## config.mk

```make
export PLATFORM = sky130hd
export DESIGN_NAME = mem_port_arbiter
export DESIGN_NICKNAME = d
export VERILOG_FILES = /design/src/rtl/mem_port_arbiter.sv
export SDC_FILE = /design/constraint.sdc
export NUM_CORES = 1
export LEC_CHECK = 0
export ABC_AREA = 1
export CAP_MARGIN = 10
export CELL_PAD_IN_SITES_DETAIL_PLACEMENT = 1
export CELL_PAD_IN_SITES_GLOBAL_PLACEMENT = 2
export CORE_UTILIZATION = 22
export CTS_BUF_LIST = sky130_fd_sc_hd__clkbuf_2
export DETAILED_ROUTE_END_ITERATION = 12
export GPL_ROUTABILITY_DRIVEN = 0
export PLACE_DENSITY_LB_ADDON = 0.3
export SKIP_CTS_REPAIR_TIMING = 1
export SLEW_MARGIN = 30
export SYNTH_ARGS = -nofsm -noshare
export SYNTH_HDL_FRONTEND = slang
export SYNTH_SLANG_ARGS = --single-unit
```

## constraint.sdc

```tcl
create_clock -name clk -period 4.45 [get_ports clk]
set_input_delay 0.6675 -clock clk [delete_from_list [all_inputs] [get_ports clk]]
set_output_delay 0.6675 -clock clk [all_outputs]
set_load 0.02 [all_outputs]
```

## src/rtl/mem_port_arbiter.sv

```systemverilog
// Two-requester memory port: arbitrates an instruction fetch port and a load/store
// port onto a single word-wide memory bus with byte lanes, alignment checks and a wait timeout.
module mem_port_arbiter #(
    parameter int MAX_WAIT = 16
) (
    input  logic        clk,
    input  logic        rst,
    input  logic        if_req,
    input  logic [31:0] if_addr,
    output logic        if_gnt,
    output logic [31:0] if_rdata,
    output logic        if_valid,
    output logic        if_err,
    input  logic        ls_req,
    input  logic        ls_we,
    input  logic [1:0]  ls_size,
    input  logic        ls_unsigned,
    input  logic [31:0] ls_addr,
    input  logic [31:0] ls_wdata,
    output logic        ls_gnt,
    output logic [31:0] ls_rdata,
    output logic        ls_valid,
    output logic        ls_err,
    output logic [31:0] mem_addr,
    output logic [31:0] mem_wdata,
    output logic [3:0]  mem_be,
    output logic        mem_rd_en,
    output logic        mem_wr_en,
    input  logic [31:0] mem_rdata,
    input  logic        mem_ready,
    output logic [1:0]  fsm_state
);

    typedef enum logic [1:0] {
        IDLE   = 2'd0,
        ACCESS = 2'd1,
        RESP   = 2'd2
    } state_t;

    localparam int CW = $clog2(MAX_WAIT + 1);

    state_t         state, state_next;
    logic [CW-1:0]  wait_cnt;
    logic           owner;       // 1 = load/store port, 0 = fetch port
    logic           last_owner;
    logic           r_we;
    logic [1:0]     r_size;
    logic           r_uns;
    logic [1:0]     r_lo;

    logic pick_ls;
    logic ls_misaligned;
    logic timeout;
    logic any_req;
    logic unused_bits;

    assign unused_bits = ^if_addr[1:0];
    assign fsm_state   = state;
    assign any_req     = if_req | ls_req;

    // Ties go to whichever port did not own the bus last.
    assign pick_ls       = ls_req && (!if_req || !last_owner);
    assign ls_misaligned = (ls_size == 2'b01 && ls_addr[0]) ||
                           (ls_size[1] && ls_addr[1:0] != 2'b00);
    assign timeout       = (state == ACCESS) && !mem_ready &&
                           (wait_cnt == CW'(MAX_WAIT - 1));

    function automatic logic [3:0] be_for(input logic [1:0] size, input logic [1:0] lo);
        case (size)
            2'b00:   be_for = 4'b0001 << lo;
            2'b01:   be_for = 4'b0011 << {lo[1], 1'b0};
            default: be_for = 4'b1111;
        endcase
    endfunction

    function automatic logic [31:0] lanes_for(input logic [1:0] size, input logic [31:0] w);
        case (size)
            2'b00:   lanes_for = {4{w[7:0]}};
            2'b01:   lanes_for = {2{w[15:0]}};
            default: lanes_for = w;
        endcase
    endfunction

    function automatic logic [31:0] load_fmt(input logic [31:0] raw, input logic [1:0] size,
                                             input logic uns, input logic [1:0] lo);
        logic [31:0] s;
        s = raw >> {lo, 3'b000};
        case (size)
            2'b00:   load_fmt = uns ? {24'h0, s[7:0]} : {{24{s[7]}}, s[7:0]};
            2'b01:   load_fmt = uns ? {16'h0, s[15:0]} : {{16{s[15]}}, s[15:0]};
            default: load_fmt = s;
        endcase
    endfunction

    always_ff @(posedge clk or posedge rst) begin
        if (rst) state <= IDLE;
        else     state <= state_next;
    end

    always_comb begin
        state_next = state;
        case (state)
            IDLE: begin
                if (any_req)
                    state_next = (pick_ls && ls_misaligned) ? RESP : ACCESS;
            end
            ACCESS: begin
                if (mem_ready || timeout) state_next = RESP;
            end
            RESP:    state_next = IDLE;
            default: state_next = IDLE;
        endcase
    end

    always_ff @(posedge clk or posedge rst) begin
        if (rst) begin
            wait_cnt   <= '0;
            owner      <= 1'b0;
            last_owner <= 1'b0;
            r_we       <= 1'b0;
            r_size     <= 2'b00;
            r_uns      <= 1'b0;
            r_lo       <= 2'b00;
            if_gnt     <= 1'b0;
            if_valid   <= 1'b0;
            if_err     <= 1'b0;
            if_rdata   <= '0;
            ls_gnt     <= 1'b0;
            ls_valid   <= 1'b0;
            ls_err     <= 1'b0;
            ls_rdata   <= '0;
            mem_addr   <= '0;
            mem_wdata  <= '0;
            mem_be     <= '0;
            mem_rd_en  <= 1'b0;
            mem_wr_en  <= 1'b0;
        end else begin
            if_gnt   <= 1'b0;
            ls_gnt   <= 1'b0;
            if_valid <= 1'b0;
            ls_valid <= 1'b0;
            if_err   <= 1'b0;
            ls_err   <= 1'b0;
            case (state)
                IDLE: begin
                    if (any_req) begin
                        owner    <= pick_ls;
                        wait_cnt <= '0;
                        if (pick_ls) begin
                            ls_gnt <= 1'b1;
                            r_we   <= ls_we;
                            r_size <= ls_size;
                            r_uns  <= ls_unsigned;
                            r_lo   <= ls_addr[1:0];
                            if (ls_misaligned) begin
                                // Rejected without touching memory; response goes out with the grant.
                                ls_valid <= 1'b1;
                                ls_err   <= 1'b1;
                                ls_rdata <= '0;
                            end else begin
                                mem_addr  <= {ls_addr[31:2], 2'b00};
                                mem_be    <= be_for(ls_size, ls_addr[1:0]);
                                mem_wdata <= lanes_for(ls_size, ls_wdata);
                                mem_rd_en <= !ls_we;
                                mem_wr_en <= ls_we;
                            end
                        end else begin
                            if_gnt    <= 1'b1;
                            r_we      <= 1'b0;
                            r_size    <= 2'b10;
                            r_uns     <= 1'b0;
                            r_lo      <= 2'b00;
                            mem_addr  <= {if_addr[31:2], 2'b00};
                            mem_be    <= 4'b1111;
                            mem_rd_en <= 1'b1;
                            mem_wr_en <= 1'b0;
                        end
                    end
                end
                ACCESS: begin
                    if (mem_ready || timeout) begin
                        mem_rd_en <= 1'b0;
                        mem_wr_en <= 1'b0;
                        if (owner) begin
                            ls_valid <= 1'b1;
                            ls_err   <= !mem_ready;
                            ls_rdata <= (!mem_ready || r_we) ? 32'h0
                                        : load_fmt(mem_rdata, r_size, r_uns, r_lo);
                        end else begin
                            if_valid <= 1'b1;
                            if_err   <= !mem_ready;
                            if_rdata <= mem_ready ? mem_rdata : 32'h0;
                        end
                    end else begin
                        wait_cnt <= wait_cnt + 1'b1;
                    end
                end
                RESP: begin
                    last_owner <= owner;
                end
                default: ;
            endcase
        end
    end

endmodule

```

; ---- After elaboration in Yosys (flattened, before gate mapping)
; Cells that the tools add are included.
[totals]
out_inout_bits = 142
inputBits = 137
wordCells = 126
reg_bits = 155
[op_classes]
shifts = 3
n_mux = 58
bitwise_logic = 3
eq_ne = 13
n_addsub = 1
reduce_logical = 27
[ops]
columns = operator, count
row1 = 32-bit two-way mux, 11
row2 = 32-bit case mux with 2 select lines, 3
row3 = 32-bit by 5-bit right shift with 32-bit output, 1
row4 = 1-bit two-way mux, 28
row5 = "2-bit != test, second input constant", 6
row6 = 2-bit two-way mux, 5
row7 = 5-bit two-way mux, 2
row8 = 5-bit case mux with 2 select lines, 1
row9 = 3-bit AND reduction, 3
row10 = 4-bit two-way mux, 2
row11 = 1-bit case mux with 2 select lines, 4
row12 = 4-bit case mux with 2 select lines, 1
row13 = 4-bit AND reduction, 2
row14 = "2-bit by 1-bit == test with 1-bit output, second input constant", 3
row15 = 1-bit logical AND, 6
row16 = 2-bit zero test, 3
row17 = 6-bit AND reduction, 1
row18 = "5-bit by 1-bit adder with 5-bit output, second input constant", 1
row19 = "5-bit by 4-bit == test with 1-bit output, second input constant", 1
row20 = 1-bit zero test, 4
row21 = 1-bit logical OR, 4
row22 = 2-bit case mux with 2 select lines, 1
row23 = 2-bit AND reduction, 2
row24 = 2-bit nonzero test, 2
row25 = other kinds (7), 8

; ---- Logic depth before layout (Yosys ltp)
[logic_depth]
word_depth = 7
ltp_mapped = 11
mapped_depth_nobuf = 10

; ---- Least setup slack after synthesis
; Ideal clock, no wire load.
[synth_timing]
kind = flip-flop to flip-flop
startpoint = reg wait_cnt[0]
endpoint = reg ls_rdata[10]
setup_ns = 0.116
synth_period_minus_slack_ns = 1.814
t_arrival_ns = 1.698
path_slack_ns = 2.636
n_path_buf = 0
stages_incl_launch_ff = 11
required_ns = 4.334
cell_sequence = dfrtp_1 -> ha_1 -> inv_1 -> nor3_1 -> ha_1 -> o211ai_1 -> nand2_1 -> nand2_1 -> inv_2 -> nand2_1 -> nand2_1
[synth_via]
elab_chain_len = 5
[synth_rtl]
columns = element, line
row1 = "start, declared", 43  ; logic [CW-1:0] wait_cnt;
row2 = "start signal, assigned", 195  ; wait_cnt <= wait_cnt + 1'b1;
row3 = 5-bit by 4-bit == test with 1-bit output, 66  ; (wait_cnt == CW'(MAX_WAIT - 1));
row4 = 1-bit logical AND, 65  ; assign timeout = (state == ACCESS) && !mem_ready &&
row5 = 1-bit logical OR, 181  ; if (mem_ready || timeout) begin
row6 = 2-bit by 1-bit != test with 1-bit output (no source line), --
row7 = 6-bit AND reduction (no source line), --
row8 = "end signal, assigned", 187  ; ls_rdata <= (!mem_ready || r_we) ? 32'h0
row9 = "end, declared", 21  ; output logic [31:0] ls_rdata,
; Every way passes these cells.
; A chain may end at the register's enable or synchronous reset.

; ---- Worst setup path in the final report
[layout_timing]
startpoint = reg state[1] (netlist: fsm_state[1])
endpoint = out fsm_state[1]
[layout_rtl]
columns = element, line
row1 = "start, declared", 42  ; state_t state, state_next;
row2 = "start signal, assigned", 97  ; else state <= state_next;
row3 = "end, declared", 31  ; output logic [1:0] fsm_state
; No word-level cell between the ends.

==> metrics.md <==
| Metric | Value |
|---|---|
| Outcome | finished, final reports clean |
| Die Ht | around 190 um |
| Drt wl/cell | about 16 um |
| Initial antenna violation count | 4 |
| DR pass1 iterations | 6 |
| Max cap viols | 0 |
| Cell Chain, Critical Path | clkdlybuf4s50_1 |
| Slowest cell on crit path | clkdlybuf4s50_1 |
| Rel. slew slack | approximately 50% |
| Iter 0 DRT Violations | about 330 |
| DRC violations left | 0 |
| Hold WS | 204 ps |
| Setup_tns | 0 ps |
| Syn Inst Count | 994 |
| Clk_lat worst skew | between 700 and 800 ps |
| Top-area cell type share of the netlist area | approximately 51% |
| Share of cells above drive strength 1 | 5.55% |
| Post-Syn Area | around 7500 um2 |
| Crit path largest cell delay | 690 ps |
| Vias in the first global route | 7547 |
| Max Buffers Root-to-Sink | 2 |
| Grt ovf | 0 |
| Number of buffers created by CTS | 17 |
| Delay-heaviest family, CP | buffers and inverters |
| Pre-CTS setup slack | about 900 ps |
| Largest net degree at the start of global routing | 75 |
| Routed Antenna Nets | 0 |
| Worst VDD drop | 250 uV |
| DR vias | between 7000 and 8000 |
| WL final | between 20000 and 30000 um |
| Syn Area/Cell | between 7 and 8 um2 |
| Final min period | 2680 ps |
| Critical Path AT | between 2000 and 2500 ps |
| I/O pin total | about 280 |
| Clock sinks | about 150 |
| Max-slew violation count | 0 |
| Clk root buf | clkbuf_2 |
| Netlist cell types | 30 |
| Core Region | between 30000 and 40000 um2 |
| Final Non-Filler Cells | between 1500 and 2000 |
| GRT Total Usage | between 15 and 20% |
| RSZ-0062 raised after global routing | false |
| Synthesis-to-layout area growth | 44.4% |
| Top cell type by total area after synthesis | dfrtp_1 |
| FF+latch count, synth | 153 |
| Worst-Margin Slew | roughly 750 ps |
| Max Clock Skew | a little over 30 ps |
| CTS clk-pin slew, worst paths | 240 ps |
| CTS tree | yes |
| Leakage | slightly above 5 nW |
| Hold crit path type | input port to asynchronous set/reset pin |
| Synth Warn # | 0 |
| CP Class | register to primary output |
| Crit start category | register |
| WP data required | about 3800 ps |
| Port Buf Inserts | roughly 270 |
| Pwr Density | a little under 700 nW/um2 |
| Starting Density | 22.3% |
| Buf/Inv on CP | 1 |
| Tcrit/Tclk final | roughly three fifths |
| Most frequent cells in the layout | nand2_1 (510), clkdlybuf4s50_1 (274), dfrtp_1 (153) |
| Rows | 67 |
| Crit-path max FO | 6 |
| Area of the die | between 30000 and 40000 um2 |
| Die width | around 190 um |
| Final setup vio count | 0 |
| First-pass GRT wire length | around 45000 um |
| Maximum operating frequency | ~0.37 GHz |
| DPL Wire Length | between 20000 and 25000 um |
| Commonest non-fill, non-tap cell in the layout | nand2_1 |
| Vias per inst | between 4 and 5 |
| Top cells by area, synth | dfrtp_1 (51%), nand2_1 (26%), nand3_1 (5.1%), o21ai_0 (2.1%), o21ai_1 (1.9%) |
| Worst Setup SP | fsm_state[1] |
| Reg-to-reg critical path startpoint | last_owner |
| Setup ws final | around 1800 ps |
| Hold Fails Final Rpt | 0 |
| Sequential area share after synthesis | between 50% and 60% |
| Pwr Total | about 7.3 mW |
| H-tree levels | 4 |
| Final net count | 1388 |
| Post-Place Cells | roughly 1700 |
| CP Capture Type | primary output |
==> flip-flops by register name, indices dropped and copies added, names as in the netlist, 2 cells and up <==
name,flops
fsm_state,2
if_rdata,32
ls_rdata,32
mem_addr,30
mem_be,4
mem_wdata,32
r_lo,2
r_size,2
wait_cnt,5
==> cells in the mapped netlist, drive strengths merged <==
library cell / number
nand2: 514
dfrtp: 153
nand3: 80
o21ai: 60
inv: 42
buf: 35
nor2: 34
a21oi: 28
clkbuf: 20
a31oi: 11
nor3: 5
o22ai: 4
a22oi: 2
ha: 2
a21boi: 1
a22o: 1
conb: 1
o211ai: 1
==> per-stage QoR <==
stage	utilization [%]	area, um2
3_5_place_dp	31.6	10600
2_1_floorplan	-	7490
5_1_grt	32.2	10800
6_report	32.2	10800
4_1_cts	32.2	10800
3_3_place_gp	31.6	10600
==> layout make-up <==
type | count | area [um2]
multi-input cells | 745 | 3180
inverters | 42 | 161
repair buffers | 290 | 2880
clock buffers | 20 | 100
clock inverters | 11 | 82.6
fillers | 4043 | 22700
flip-flops and latches | 153 | 3830
diodes | 3 | 7.51
well taps | 448 | 561
==> layer usage <==
metal	global-route usage (%)	part of all wire [%]	wire length (um)
met1	21.8	45	12700
met2	26.5	46	13000
met3	5.55	7.3	2040
met4	4.35	1.0	289
met5	0	0	0
==> final timing paths <==
kind / to / slack (ps) / cells past startpoint
worst max-delay path: fsm_state[1] / 1770 / 1
max in group asynchronous: ls_rdata[18] / 3380 / 3
min in group clk: mem_wdata[18] / 410 / 3
worst min-delay path: mem_wdata[8] / 200 / 2
worst min register to register: mem_addr[4] / 500 / 2
worst max register to register: mem_addr[2] / 1770 / 8
==> cell families after synthesis <==
logic type      Yosys count  synth area share (%)
simple gates            633                  34.3
flops                   153                  51.2
compound gates          108                  7.71
buf+inv                  97                  6.37
fa+ha+maj                 2                 0.335
other cells               1                0.0501
==> power by group <==
| group | switching, mW | leakage (nW) | total, mW | internal (mW) |
|---|---|---|---|---|
| sequential | 0.419 | 1.95 | 2.44 | 2.02 |
| clock | 0.529 | 0.126 | 0.725 | 0.195 |
| combinational | 2.45 | 3.12 | 4.14 | 1.68 |
| total | 3.40 | 5.19 | 7.30 | 3.90 |
(Power assumes the default switching activity.)
